==> config.mk <==
export PLATFORM = sky130hd
export DESIGN_NAME = axi_burst_master
export DESIGN_NICKNAME = d
export VERILOG_FILES = /design/src/rtl/axi_mst_pkg.sv /design/src/rtl/axi_mst_lfsr.sv /design/src/rtl/axi_burst_master.sv
export SDC_FILE = /design/constraint.sdc
export NUM_CORES = 1
export LEC_CHECK = 0
export CAP_MARGIN = 20
export CORE_AREA = 5 5 212 214
export CTS_CLUSTER_SIZE = 14
export DETAILED_ROUTE_END_ITERATION = 16
export DIE_AREA = 0 0 217 219
export RECOVER_POWER = 100
export SLEW_MARGIN = 20
export SYNTH_ARGS = -nofsm -noshare
export SYNTH_HDL_FRONTEND = slang
export SYNTH_SLANG_ARGS = --single-unit
==> constraint.sdc <==
create_clock -name ACLK -period 5.22 [get_ports ACLK]
set_input_delay 1.044 -clock ACLK [delete_from_list [all_inputs] [get_ports ACLK]]
set_output_delay 1.044 -clock ACLK [all_outputs]
set_load 0.03 [all_outputs]
==> src/rtl/axi_mst_pkg.sv <==
// Shared types and helpers for the directed AXI4 burst master.
// Holds the controller state encoding, the AXI protocol constants the master
// drives or compares against, and the per-beat data pattern generator.
package axi_mst_pkg;

  typedef enum logic [2:0] {
    IDLE = 3'd0,
    AW   = 3'd1,
    W    = 3'd2,
    B    = 3'd3,
    AR   = 3'd4,
    R    = 3'd5,
    DONE = 3'd6
  } mst_state_e;

  localparam logic [1:0] AXI_BURST_INCR = 2'b01;
  localparam logic [1:0] AXI_RESP_OKAY  = 2'b00;

  // Pattern word for beat k: (seed + k) mod 2^32. The bus carries
  // AXI_DW/32 copies of this word, replicated at the point of use.
  function automatic logic [31:0] pat(input logic [31:0] seed, input logic [31:0] k);
    return seed + k;
  endfunction

endpackage

==> src/rtl/axi_mst_lfsr.sv <==
// 16-bit Fibonacci LFSR (taps 16,14,13,11), seeded to 16'hACE1 on reset.
// Only the two low state bits leave the block; they gate the write-valid
// and read-ready handshakes when throttling is compiled in.
module axi_mst_lfsr (
  input  logic       clk,
  input  logic       rst,
  input  logic       en,
  output logic [1:0] tap
);

  logic [15:0] state;
  logic        feedback;

  assign feedback = state[15] ^ state[13] ^ state[12] ^ state[10];
  assign tap      = state[1:0];

  // Shift the register by one position whenever enabled.
  always_ff @(posedge clk or posedge rst) begin
    if (rst) begin
      state <= 16'hACE1;
    end else if (en) begin
      state <= {state[14:0], feedback};
    end
  end

endmodule

==> src/rtl/axi_burst_master.sv <==
// Directed AXI4 master traffic engine. Takes one write or read INCR burst
// command at a time, drives a deterministic (seed + beat) data pattern on
// writes and checks read data against the same pattern, reporting a done
// pulse, a sticky response-error flag and a saturating mismatch count.
// Optional build macro AXI_MST_THROTTLE_EN: pseudo-random throttling of
// WVALID and RREADY from an internal LFSR.
module axi_burst_master
  import axi_mst_pkg::*;
#(
  parameter int AXI_DW    = 128,
  parameter int AXI_AW    = 40,
  parameter int AXI_IW    = 8,
  parameter int AXI_LW    = 8,
  parameter int AXI_SW    = 3,
  parameter int MST_ID    = 0,
  parameter int AXI_BYTES = AXI_DW / 8
) (
  input  logic                ACLK,
  input  logic                ARESET,
  // command interface
  input  logic                cmd_valid,
  output logic                cmd_ready,
  input  logic                cmd_write,
  input  logic [AXI_AW-1:0]   cmd_addr,
  input  logic [AXI_LW-1:0]   cmd_len,
  input  logic [31:0]         cmd_seed,
  output logic                done,
  output logic                resp_err,
  output logic [15:0]         mism_cnt,
  // write address channel
  output logic [AXI_IW-1:0]   AWID,
  output logic [AXI_AW-1:0]   AWADDR,
  output logic [AXI_LW-1:0]   AWLEN,
  output logic [AXI_SW-1:0]   AWSIZE,
  output logic [1:0]          AWBURST,
  output logic                AWLOCK,
  output logic [3:0]          AWCACHE,
  output logic [2:0]          AWPROT,
  output logic [3:0]          AWQOS,
  output logic [3:0]          AWREGION,
  output logic                AWVALID,
  input  logic                AWREADY,
  // write data channel
  output logic [AXI_DW-1:0]   WDATA,
  output logic [AXI_BYTES-1:0] WSTRB,
  output logic                WLAST,
  output logic                WVALID,
  input  logic                WREADY,
  // write response channel
  input  logic [AXI_IW-1:0]   BID,
  input  logic [1:0]          BRESP,
  input  logic                BVALID,
  output logic                BREADY,
  // read address channel
  output logic [AXI_IW-1:0]   ARID,
  output logic [AXI_AW-1:0]   ARADDR,
  output logic [AXI_LW-1:0]   ARLEN,
  output logic [AXI_SW-1:0]   ARSIZE,
  output logic [1:0]          ARBURST,
  output logic                ARLOCK,
  output logic [3:0]          ARCACHE,
  output logic [2:0]          ARPROT,
  output logic [3:0]          ARQOS,
  output logic [3:0]          ARREGION,
  output logic                ARVALID,
  input  logic                ARREADY,
  // read data channel
  input  logic [AXI_IW-1:0]   RID,
  input  logic [AXI_DW-1:0]   RDATA,
  input  logic [1:0]          RRESP,
  input  logic                RLAST,
  input  logic                RVALID,
  output logic                RREADY
);

  localparam int                WORDS    = AXI_DW / 32;
  localparam logic [AXI_IW-1:0] ID_VAL   = AXI_IW'(MST_ID);
  localparam logic [AXI_SW-1:0] SIZE_VAL = AXI_SW'($clog2(AXI_BYTES));

  mst_state_e          state;
  mst_state_e          state_nxt;

  logic [AXI_AW-1:0]   addr_q;
  logic [AXI_LW-1:0]   len_q;
  logic [31:0]         seed_q;
  logic [AXI_IW-1:0]   id_q;
  logic [AXI_SW-1:0]   size_q;
  logic [1:0]          burst_q;
  logic [AXI_LW-1:0]   beat;

  logic                accept;
  logic                w_fire;
  logic                b_fire;
  logic                r_fire;
  logic                beat_is_last;
  logic [31:0]         exp_word;
  logic [AXI_DW-1:0]   exp_data;
  logic                data_bad;
  logic                last_bad;
  logic [1:0]          mism_inc;
  logic [16:0]         mism_sum;
  logic                wvalid_gate;
  logic                rready_gate;

  assign accept       = (state == IDLE) && cmd_valid;
  assign w_fire       = WVALID && WREADY;
  assign b_fire       = BVALID && BREADY;
  assign r_fire       = RVALID && RREADY;
  assign beat_is_last = (beat == len_q);

  assign exp_word = pat(seed_q, 32'(beat));
  assign exp_data = {WORDS{exp_word}};

  assign data_bad = (RDATA != exp_data);
  assign last_bad = (RLAST != beat_is_last);
  assign mism_inc = {1'b0, data_bad} + {1'b0, last_bad};
  assign mism_sum = {1'b0, mism_cnt} + 17'(mism_inc);

`ifdef AXI_MST_THROTTLE_EN
  logic [1:0] lfsr_tap;
  logic       wvalid_q;

  axi_mst_lfsr u_lfsr (
    .clk (ACLK),
    .rst (ARESET),
    .en  (1'b1),
    .tap (lfsr_tap)
  );

  // Raise WVALID for a new beat only on an LFSR "go", then hold until accepted.
  always_ff @(posedge ACLK or posedge ARESET) begin
    if (ARESET) begin
      wvalid_q <= 1'b0;
    end else if (state == W) begin
      if (wvalid_q && WREADY) begin
        wvalid_q <= 1'b0;
      end else if (!wvalid_q && lfsr_tap[0]) begin
        wvalid_q <= 1'b1;
      end
    end else begin
      wvalid_q <= 1'b0;
    end
  end

  assign wvalid_gate = wvalid_q;
  assign rready_gate = lfsr_tap[1];
`else
  assign wvalid_gate = 1'b1;
  assign rready_gate = 1'b1;
`endif

  // Static channel fields and the per-beat write payload.
  assign AWID     = id_q;
  assign AWADDR   = addr_q;
  assign AWLEN    = len_q;
  assign AWSIZE   = size_q;
  assign AWBURST  = burst_q;
  assign AWLOCK   = 1'b0;
  assign AWCACHE  = 4'd0;
  assign AWPROT   = 3'd0;
  assign AWQOS    = 4'd0;
  assign AWREGION = 4'd0;

  assign ARID     = id_q;
  assign ARADDR   = addr_q;
  assign ARLEN    = len_q;
  assign ARSIZE   = size_q;
  assign ARBURST  = burst_q;
  assign ARLOCK   = 1'b0;
  assign ARCACHE  = 4'd0;
  assign ARPROT   = 3'd0;
  assign ARQOS    = 4'd0;
  assign ARREGION = 4'd0;

  assign WDATA = exp_data;
  assign WSTRB = '1;
  assign WLAST = (state == W) && beat_is_last;

  // Controller state register.
  always_ff @(posedge ACLK or posedge ARESET) begin
    if (ARESET) begin
      state <= IDLE;
    end else begin
      state <= state_nxt;
    end
  end

  // Next-state selection from the channel handshakes.
  always_comb begin
    state_nxt = state;
    case (state)
      IDLE: if (cmd_valid) state_nxt = cmd_write ? AW : AR;
      AW:   if (AWREADY) state_nxt = W;
      W:    if (w_fire && beat_is_last) state_nxt = B;
      B:    if (BVALID) state_nxt = DONE;
      AR:   if (ARREADY) state_nxt = R;
      R:    if (r_fire && (RLAST || beat_is_last)) state_nxt = DONE;
      DONE: state_nxt = IDLE;
      default: state_nxt = IDLE;
    endcase
  end

  // Handshake outputs decoded from the current state.
  always_comb begin
    cmd_ready = 1'b0;
    AWVALID   = 1'b0;
    WVALID    = 1'b0;
    BREADY    = 1'b0;
    ARVALID   = 1'b0;
    RREADY    = 1'b0;
    done      = 1'b0;
    case (state)
      IDLE:    cmd_ready = 1'b1;
      AW:      AWVALID   = 1'b1;
      W:       WVALID    = wvalid_gate;
      B:       BREADY    = 1'b1;
      AR:      ARVALID   = 1'b1;
      R:       RREADY    = rready_gate;
      DONE:    done      = 1'b1;
      default: ;
    endcase
  end

  // Capture the command fields once, when the command is accepted.
  always_ff @(posedge ACLK or posedge ARESET) begin
    if (ARESET) begin
      addr_q  <= '0;
      len_q   <= '0;
      seed_q  <= '0;
      id_q    <= '0;
      size_q  <= '0;
      burst_q <= '0;
    end else if (accept) begin
      addr_q  <= cmd_addr;
      len_q   <= cmd_len;
      seed_q  <= cmd_seed;
      id_q    <= ID_VAL;
      size_q  <= SIZE_VAL;
      burst_q <= AXI_BURST_INCR;
    end
  end

  // Beat index: restarts per command, advances on each accepted data beat.
  always_ff @(posedge ACLK or posedge ARESET) begin
    if (ARESET) begin
      beat <= '0;
    end else if (accept) begin
      beat <= '0;
    end else if ((state == W && w_fire) || (state == R && r_fire)) begin
      beat <= beat + 1'b1;
    end
  end

  // Saturating mismatch counter, cleared when a new command is accepted.
  always_ff @(posedge ACLK or posedge ARESET) begin
    if (ARESET) begin
      mism_cnt <= '0;
    end else if (accept) begin
      mism_cnt <= '0;
    end else if (state == R && r_fire) begin
      mism_cnt <= mism_sum[16] ? 16'hFFFF : mism_sum[15:0];
    end
  end

  // Sticky error on any non-OKAY response or foreign ID; only reset clears it.
  always_ff @(posedge ACLK or posedge ARESET) begin
    if (ARESET) begin
      resp_err <= 1'b0;
    end else if (state == B && b_fire && (BRESP != AXI_RESP_OKAY || BID != ID_VAL)) begin
      resp_err <= 1'b1;
    end else if (state == R && r_fire && (RRESP != AXI_RESP_OKAY || RID != ID_VAL)) begin
      resp_err <= 1'b1;
    end
  end

endmodule

==> metrics.txt <==
arrival time of the worst setup path 5240 ps; number of optimization iterations in the first detailed-route pass 5; RD Place Congestion 0.907; layout net count 1804; number of violations reported at the end of detailed-routing iteration 0 419; most frequent standard cell in the layout excluding fill and tap cells clkdlybuf4s50_1; Clk Tree Root Cell clkbuf_16; TritonCTS buffer count 9; average size of a mapped cell 7.85 um2; vias in the first global route 9361; number of fill cells in the layout roughly 4500; Setup crit end kind flip-flop; die area 47500 um2; count of yosys warnings during synthesis 0; top achievable clock speed 199 MHz; Layout Utilization 33.8%; crit-path cells ha_1, o21a_1, o211ai_1, buf_4, a21oi_4, buf_6, xnor2_4, mux2i_2, nand4_1, nor4_4, buf_4, nand4_1, nor4_2, buf_4, fa_2, inv_2, ha_4, nand3_4, nor3_4, nand2b_1, buf_6, nand4_1, o22ai_1, nor2_1; sequential-to-total area share from yosys stat 30.6%; cell with the biggest individual delay on the critical path o211ai_1; Detail Route Antenna Nets 0; RSZ-0062 raised after global routing true; total via count after detailed routing approximately 9400; Vias/cell 4.46; Final Power 8.36 mW; clock tree from TritonCTS built; start of the worst register-to-register path beat[6]$_DFFE_PP0P_; number of buffers on the longest clock path 2; Hold WS between 400 and 500 ps; number of remaining DRC errors 0; Worst Path Max Fanout 4; category of the worst setup path launch point flip-flop; ratio of cells with drive above 1 in the final layout 11.4%; worst clock skew 16.2 ps; max-capacitance violation count 2; Die Span X 217 um; area inside the core boundary 42700 um2; Worst Setup SP beat[6]$_DFFE_PP0P_; post-synthesis async set-or-reset flop share 100%; quantity of I/O buffers inserted on ports 490; EDFF count, synth 0; ys flop type dfrtp_1; clock edge transition at the registers on the reported setup and hold paths 90 ps; count of unique library cells instantiated by Yosys 70; Netlist Area Pre-Place 8910 um2; Finish-stage setup viols 0; run status complete, but fails checks; clk_lat worst skew around 360 ps; CP Class reg2reg; total power divided by cell area 580 nW/um2; GRT Overall Usage between 10% and 20%; worst supply voltage drop on vdd 0.304 mV; Tightest Hold Check Type reg2reg; number of sinks handled by clock tree synthesis between 100 and 150; GRT Residual Overflow 0; total count of hold-check failures in the final report 0; fin crit period 5020 ps; P&R area growth vs syn 61.7%; CP max stage delay 490 ps; leakage approximately 6.2 nW; cells after synthesis 1136; Starting Density 20.9%; fin crit share 96.1%; drt total wl 41300 um; y dimension of the die 219 um; register bit total from synthesis 109; Avg WL per Cell 19.6 um; I/O pin cnt about 560; worst-case headroom to the max-slew limit -56.9%; worst min-delay path startpoint seed_q[6]$_DFFE_PP0P_; post-route cell area approximately 14000 um2; count of standard-cell rows 76; failing checks capacitance limit, slew limit; wire length of the first global-routing pass 59200 um; H-tree depth 3; maximum number of pins on one net before global-route repair 69; fin. max-slew vios 82; most frequent cells in the layout clkdlybuf4s50_1 (487), nand2_1 (278), dfrtp_1 (109); number of antenna violations at the first check in global routing 2; area of placed instances 13700 um2; slew at the pin closest to its max-slew limit 2350 ps; data required time at the worst endpoint 5450 ps; estimated wirelength of the detail-placed design 34500 um
## synth_stat cells (3+ instances only)
cell type,number,area [um2]
a2111oi_0,9,78.8
a211o_1,4,35.0
a211oi_1,6,45.0
a21o_1,7,52.6
a21oi_1,30,150
a31oi_1,11,68.8
a32o_1,3,30.0
and2_1,5,31.3
and3_1,17,106
and4_1,13,114
buf_2,4,20.0
buf_4,219,1640
clkbuf_1,35,131
dfrtp_1,109,2730
ha_1,11,138
inv_1,23,86.3
mux2_2,3,33.8
mux2i_1,22,220
nand2_1,279,1050
nand2b_1,5,31.3
nand3_1,37,185
nand3b_1,4,30.0
nand4_1,30,188
nor2_1,42,158
nor2b_1,3,18.8
nor3_1,23,115
nor3b_1,3,22.5
nor4_1,19,119
o211a_1,3,30.0
o211ai_1,3,22.5
o21a_1,3,22.5
o21ai_0,29,145
o22ai_1,3,18.8
o32ai_1,3,26.3
or2_2,4,25.0
or3_1,13,81.3
or4_1,11,82.6
xnor2_1,19,166
xor2_1,27,236
## cells by family after synthesis
group	share of synthesized area, %
simple gates	27.3
buf+inv	21.4
compound gates	10.6
flops	30.6
xor+xnor	4.79
mux	3.23
fa+ha+maj	1.99
other cells	0.0843
## metal layers
metal / wire length, um / track usage [%]
met3: 2920 / 3.81
met5: 0 / 0
met2: 21600 / 30.5
met1: 15800 / 18.3
met4: 1020 / 4.36
## path summary, 6_finish.rpt
| path | slack [ps] | cells past startpoint | endpoint |
|---|---|---|---|
| worst max-delay path | 200 | 24 | mism_cnt[7]$_DFFE_PP0P_ |
| worst min-delay path | 490 | 2 | seed_q[6]$_DFFE_PP0P_ |
| worst max register to register | 200 | 24 | mism_cnt[7]$_DFFE_PP0P_ |
| worst min register to register | 490 | 2 | seed_q[6]$_DFFE_PP0P_ |
| max in group asynchronous | 1010 | 3 | seed_q[5]$_DFFE_PP0P_ |
| min in group asynchronous | 1430 | 2 | ARLEN[3]$_DFFE_PP0P_ |
## cell type report
class                      instances  area [um2]  area share (%)
clock buffer                       9         225            1.56
multi-input combinational        811        4830            33.5
antenna                            1        2.50          0.0174
tap                              546         683            4.74
sequential                       109        2730            18.9
timing repair buffer             599        5750            39.9
clock inverter                     7         104           0.721
inverter                          23        87.6           0.608
## flip-flops by register name (all words and copies together), names as in the netlist
name,flops
seed_q,32
state,3
mism_cnt,16
beat,8
ARADDR,40
ARSIZE,1
resp_err,1
ARLEN,8
## stage by stage
stage          setup TNS [ps]  worst slack, ps  std cells
2_1_floorplan               0              108       1204
3_3_place_gp            -3720             -413       2073
3_5_place_dp            -5820             -549       2073
4_1_cts                     0             14.2       2091
5_1_grt                  -447             -112       2105
6_report                    0              205       2105
## power by group
| group | internal, mW | switching [mW] |
|---|---|---|
| sequential | 1.17 | 0.398 |
| clock | 0.428 | 0.351 |
| combinational | 2.43 | 3.58 |
| total | 4.03 | 4.33 |
## critical path, delay by kind of cell, from the launching register on
kind | cells | cell delay, ps
flops | 1 | 440
fa+ha+maj | 3 | 680
xor+xnor | 1 | 170
mux | 1 | 260
compound gates | 4 | 960
simple gates | 9 | 1450
buf+inv | 6 | 910
## repair_timing
action,in CTS,in global routing
cloned,0,1
gates resized for setup,5,53
setup endpoints to repair,12,16
hold buffers,0,0
pin swaps,2,26
setup buffers,2,12
Note: power is estimated with default switching activity, not from simulation.
